<file path="src/rtl/seq_mul_pkg.sv">
// Shared types and helpers for the sequential shift-add multiplier.
package seq_mul_pkg;

    // Control states of the multiplier sequencer.
    typedef enum logic [1:0] {
        IDLE   = 2'd0,
        CALC   = 2'd1,
        FINISH = 2'd2
    } state_t;

    // Widest operand supported; helpers work at this width and callers truncate.
    localparam int MAX_W = 32;

    // Magnitude of a sign-extended operand. The most negative WIDTH-bit value
    // comes out as 2^(WIDTH-1), which still fits in WIDTH unsigned bits.
    function automatic logic [MAX_W-1:0] abs_val(input logic [MAX_W-1:0] value,
                                                   input logic             sign_en);
        if (sign_en && value[MAX_W-1]) begin
            return (~value) + MAX_W'(1);
        end
        return value;
    endfunction

endpackage

</file>
<file path="src/rtl/seq_mul_datapath.sv">
// Shift-add datapath: accumulator, shifting multiplicand and shifting multiplier.
module seq_mul_datapath #(
    parameter int WIDTH = 4
) (
    input  logic                 clk,
    input  logic                 rst,
    input  logic                 i_load,
    input  logic                 i_step,
    input  logic [WIDTH-1:0]     i_mag_a,
    input  logic [WIDTH-1:0]     i_mag_b,
    output logic [2*WIDTH-1:0]   o_acc
);

    logic [2*WIDTH-1:0] r_acc;
    logic [2*WIDTH-1:0] r_mcand;
    logic [WIDTH-1:0]   r_mag_b;

    // Load operands on accept, then consume one multiplier bit per step.
    // NOTE: state registers use non-blocking assignments so every register
    // samples the pre-edge values of the others, independent of statement order.
    always_ff @(posedge clk or posedge rst) begin
        if (rst) begin
            r_acc   <= '0;
            r_mcand <= '0;
            r_mag_b <= '0;
        end else if (i_load) begin
            r_acc   <= '0;
            r_mcand <= {{WIDTH{1'b0}}, i_mag_a};
            r_mag_b <= i_mag_b;
        end else if (i_step) begin
            if (r_mag_b[0]) begin
                r_acc <= r_acc + r_mcand;
            end
            r_mag_b <= r_mag_b >> 1;
            r_mcand <= r_mcand << 1;
        end
    end

    assign o_acc = r_acc;

endmodule

</file>
<file path="src/rtl/seq_mul.sv">
// Sequential shift-add multiplier with signed/unsigned mode and start/busy/done
// handshake. Fixed latency: WIDTH CALC cycles plus one FINISH cycle.
module seq_mul
    import seq_mul_pkg::*;
#(
    parameter int WIDTH = 4
) (
    input  logic                 clk,
    input  logic                 rst,
    input  logic                 start,
    input  logic                 is_signed,
    input  logic [WIDTH-1:0]     a,
    input  logic [WIDTH-1:0]     b,
    output logic                 busy,
    output logic                 done,
    output logic [2*WIDTH-1:0]   product
);

    localparam int CNT_W = $clog2(WIDTH + 1);
    localparam logic [2*WIDTH-1:0] PROD_ONE = (2*WIDTH)'(1);

    state_t               r_state;
    logic [CNT_W-1:0]     r_cnt;
    logic                 r_neg;
    logic                 r_busy;
    logic                 r_done;
    logic [2*WIDTH-1:0]   r_product;

    logic [MAX_W-1:0]     w_a_ext;
    logic [MAX_W-1:0]     w_b_ext;
    logic [WIDTH-1:0]     w_mag_a;
    logic [WIDTH-1:0]     w_mag_b;
    logic                 w_load;
    logic                 w_step;
    logic [2*WIDTH-1:0]   w_acc;

    // Operands are sign-extended only in signed mode, so the magnitude helper
    // leaves unsigned operands untouched.
    assign w_a_ext = is_signed ? MAX_W'($signed(a)) : MAX_W'(a);
    assign w_b_ext = is_signed ? MAX_W'($signed(b)) : MAX_W'(b);
    assign w_mag_a = WIDTH'(abs_val(w_a_ext, is_signed));
    assign w_mag_b = WIDTH'(abs_val(w_b_ext, is_signed));

    assign w_load = (r_state == IDLE) && start;
    assign w_step = (r_state == CALC);

    seq_mul_datapath #(
        .WIDTH   (WIDTH)
    ) u_datapath (
        .clk     (clk),
        .rst     (rst),
        .i_load  (w_load),
        .i_step  (w_step),
        .i_mag_a (w_mag_a),
        .i_mag_b (w_mag_b),
        .o_acc   (w_acc)
    );

    // Sequencer: accept in IDLE, count WIDTH steps in CALC, publish in FINISH.
    always_ff @(posedge clk or posedge rst) begin
        if (rst) begin
            r_state   <= IDLE;
            r_cnt     <= '0;
            r_neg     <= 1'b0;
            r_busy    <= 1'b0;
            r_done    <= 1'b0;
            r_product <= '0;
        end else begin
            r_done <= 1'b0;
            case (r_state)
                IDLE: begin
                    if (start) begin
                        r_neg   <= is_signed & (a[WIDTH-1] ^ b[WIDTH-1]);
                        r_cnt   <= '0;
                        r_busy  <= 1'b1;
                        r_state <= CALC;
                    end
                end
                CALC: begin
                    r_cnt <= r_cnt + CNT_W'(1);
                    if (r_cnt == CNT_W'(WIDTH - 1)) begin
                        r_state <= FINISH;
                    end
                end
                FINISH: begin
                    // Negating zero yields zero, so no -0 can appear.
                    r_product <= r_neg ? ((~w_acc) + PROD_ONE) : w_acc;
                    r_done    <= 1'b1;
                    r_busy    <= 1'b0;
                    r_state   <= IDLE;
                end
                default: begin
                    r_busy  <= 1'b0;
                    r_state <= IDLE;
                end
            endcase
        end
    end

    assign busy    = r_busy;
    assign done    = r_done;
    assign product = r_product;

endmodule

</file>
<file path="config.mk">
export PLATFORM = sky130hd
export DESIGN_NAME = seq_mul
export DESIGN_NICKNAME = d
export VERILOG_FILES = /design/src/rtl/seq_mul_pkg.sv /design/src/rtl/seq_mul_datapath.sv /design/src/rtl/seq_mul.sv
export SDC_FILE = /design/constraint.sdc
export NUM_CORES = 1
export LEC_CHECK = 0
export CAP_MARGIN = 10
export CORE_MARGIN = 1
export CORE_UTILIZATION = 45
export DETAILED_ROUTE_END_ITERATION = 8
export GPL_TIMING_DRIVEN = 0
export PLACE_DENSITY = 0.77
export SETUP_SLACK_MARGIN = 0.15
export SYNTH_ARGS = -nofsm -noshare
export SYNTH_HDL_FRONTEND = slang
export SYNTH_SLANG_ARGS = --single-unit
</file>
<file path="constraint.sdc">
create_clock -name clk -period 2.1 [get_ports clk]
set_input_delay 0.315 -clock clk [delete_from_list [all_inputs] [get_ports clk]]
set_output_delay 0.315 -clock clk [all_outputs]
set_load 0.01 [all_outputs]
</file>
==> reports/metrics.cfg <==
[yosys]
ys_types=38
postSynthCellCount=212
synth-async-reset-ratio=1.00
yosys.area.top_type_share=0.454
post_synth_instance_area_um2=1980
synth_enable_flop_cells=0
yosys.area.top_type=sky130_fd_sc_hd__dfrtp_1
yosys-top-cells-area=sky130_fd_sc_hd__dfrtp_1 (45%), sky130_fd_sc_hd__ha_1 (7.6%), sky130_fd_sc_hd__nand2_1 (6.2%), sky130_fd_sc_hd__o21ai_0 (4.8%), sky130_fd_sc_hd__xor2_1 (4.4%)
ys_dominant_reg_cell=sky130_fd_sc_hd__dfrtp_1
ys.warnings.count=0
ys_seq_elements=36
netlist_top_cells_count=sky130_fd_sc_hd__dfrtp_1 (36), sky130_fd_sc_hd__nand2_1 (33), sky130_fd_sc_hd__o21ai_0 (19)
synth_seq_area_share=0.454
synthMostInstantiatedCell=sky130_fd_sc_hd__dfrtp_1
synth_fp_nets=237
synth.avg_cell_area_um2=9.36

[route]
first_iter_violations=73
routed_wirelength_um=4030
wire_per_inst_um=13.6
drc=0
routed-wl-met3_um=159
wl_met2_um=1980
route.detailed.vias_per_inst=5.38
route.layer.met1.wl_um=1810
routed-via-count=1599
firstDrtPassIters=4
route.antenna.remaining_nets=0
routed.top_layer=met4

[grt]
first_global_vias=1472
grt_use_total=0.194
maximum_number_of_pins_on_one_net_before_global_route_repair=20
grt_antenna_before_repair=0
grt_first_pass_wirelength_um=6440
grt.overflow.total=0

[cells_and_area]
n_antenna_cell=0
number_of_filler_cells_placed_in_the_layout=345
syn_to_layout_area_delta_pct=25.5
drive_gt1_frac=0.0972
seq_area_um2=901
layout.nets=271
multiInputGateArea_um2=1070

[pwr]
internal_power_uw=1940
irDropWorstVdd_mv=0.676
power_density_nw_per_um2=1260
share_seq_of_total_power=0.372
share_comb_of_total_power=0.465
leakagePower_uw=0.00109
net-switching-power_uw=1190
pwr-share-clk=0.163
total_power_uw=3130
swShare=0.381

[clock_network]
clock_sinks=36
cts.path.max_buffers=2
ctsRootBufferMaster=sky130_fd_sc_hd__clkbuf_8
clkTransAtPathRegs_ns=0.07
insertion_delay_ns=0.29
cts_buffers=5
htreeDepth=2
clock_tree_from_tritoncts=built
cts.hold.buffers_added=0

[setup_path]
path_type_of_the_worst_setup_path=reg2reg
worst_setup_path_end_kind=flop
worstPathRequired_ns=2.32
r2r-end=u_datapath.o_acc[7]
r2r_setup_slack_ns=0.24
r2r-start=u_datapath.r_mcand[1]
cp-start-kind=flop
rr_worst_depth=6
critPathMaxFanout=4
crit_arrival_ns=2.08

[timing]
period_share=0.886
max_slew_margin=0.503
timing.final.crit_period_ns=1.86
fin_worst_skew_ns=0.00474
final_hold_vios=0
rsz0062_at_grt=no
max_freq_mhz=537
hold_slack_ns=0.446
final_max_slew_viol_count=0
finalSetupViolCount=0
worstMarginPinSlew_ns=0.744

[die]
die_area_um2=4680
floorplan.rows=23
die-height_um=68.4
top_level_ports=22
fp.coreArea_um2=4120
fp.dieW_um=68.4
initial_core_util=0.482

[job]
max_cap_viols=0

[placed_design]
finalWeightedCongestion=0.890
hpwl_um=2830
io_buffer_count=21

[status]
run_status=finished clean

[min_path]
worstHoldPathType=in2async

routing by layer:
metal	up-vias	global-route usage
li1	814	-
met1	742	0.219
met2	37	0.338
met3	6	0.0550
met4	0	0.0859
met5	-	0
cell type report:
class | count | share of cell area
Clock buffer | 7 | 0.0347
Buffer | 7 | 0.0141
Sequential cell | 36 | 0.362
Tap cell | 50 | 0.0251
Inverter | 13 | 0.0196
Timing Repair Buffer | 27 | 0.110
Multi-Input combinational cell | 156 | 0.431
Clock inverter | 1 | 0.00301
power by group through the flow:
stage,logic (µW),clock network [µW],registers [µW]
after floorplan,881,0,1160
after global placement,1270,0,1150
after detailed placement,1310,0,1160
after CTS,1330,524,1150
after global routing,1640,556,1200
final,1460,510,1170
repair_timing:
action                                  CTS  global route
endpoints found under the setup margin    2             2
pin swaps                                 1             5
setup buffers                             0             5
gates resized for setup                   3             9
kinds of logic after synthesis:
logic type / share of synthesized area
simple gates: 0.173
xor+xnor: 0.0485
flops: 0.454
buf+inv: 0.0422
fa+ha+maj: 0.0857
mux: 0.0151
compound gates: 0.181
how the worst max path moves through the flow:
stage,startpoint,to
floorplan,u_datapath.r_mcand[1],u_datapath.o_acc[7]
global placement,start,u_datapath.o_acc[6]
detailed placement,u_datapath.r_mcand[1],u_datapath.o_acc[7]
CTS,u_datapath.r_mcand[1],u_datapath.o_acc[7]
global route,u_datapath.r_mcand[1],u_datapath.o_acc[7]
finish,u_datapath.r_mcand[1],u_datapath.o_acc[7]
flip-flops by register name, indices dropped and copies added, names as in the netlist:
register and cells:
product 8, r_state 2, u_datapath.r_mcand 8, r_cnt 3
u_datapath.o_acc 8, r_neg 1, busy 1, u_datapath.r_mag_b 4
done 1
through the flow:
stage                     TNS, ns  std cells  worst slack, ns   util  instance area [µm²]
after CTS                       0        292            0.111  0.579                 2380
after detailed placement  -0.0146        284          -0.0146  0.555                 2280
after floorplan                 0        212            0.179      -                 1980
final                           0        297            0.239  0.605                 2490
after global placement    -0.0422        283          -0.0422  0.548                 2260
after global routing            0        297            0.151  0.605                 2490
worst max-delay path, cell delays in order (launching register included):
cell and delay (ns):
sky130_fd_sc_hd__dfrtp_1 0.44, sky130_fd_sc_hd__ha_4 0.25, sky130_fd_sc_hd__a211oi_4 0.29, sky130_fd_sc_hd__nor3_2 0.08, sky130_fd_sc_hd__or4_1 0.41, sky130_fd_sc_hd__o211ai_1 0.12
sky130_fd_sc_hd__mux2i_1 0.20
cell usage in the layout, fill, tap and decap left out, drive strengths merged, types with 8 or more instances in the layout:
master,synthesis,routed
dfrtp,36,36
nor2,10,10
xor2,10,10
nand2,34,34
o21ai,28,28
inv,13,13
clkbuf,5,12
buf,2,8
clkdlybuf4s50,0,21
ha,12,12
(Power assumes the default switching activity.)
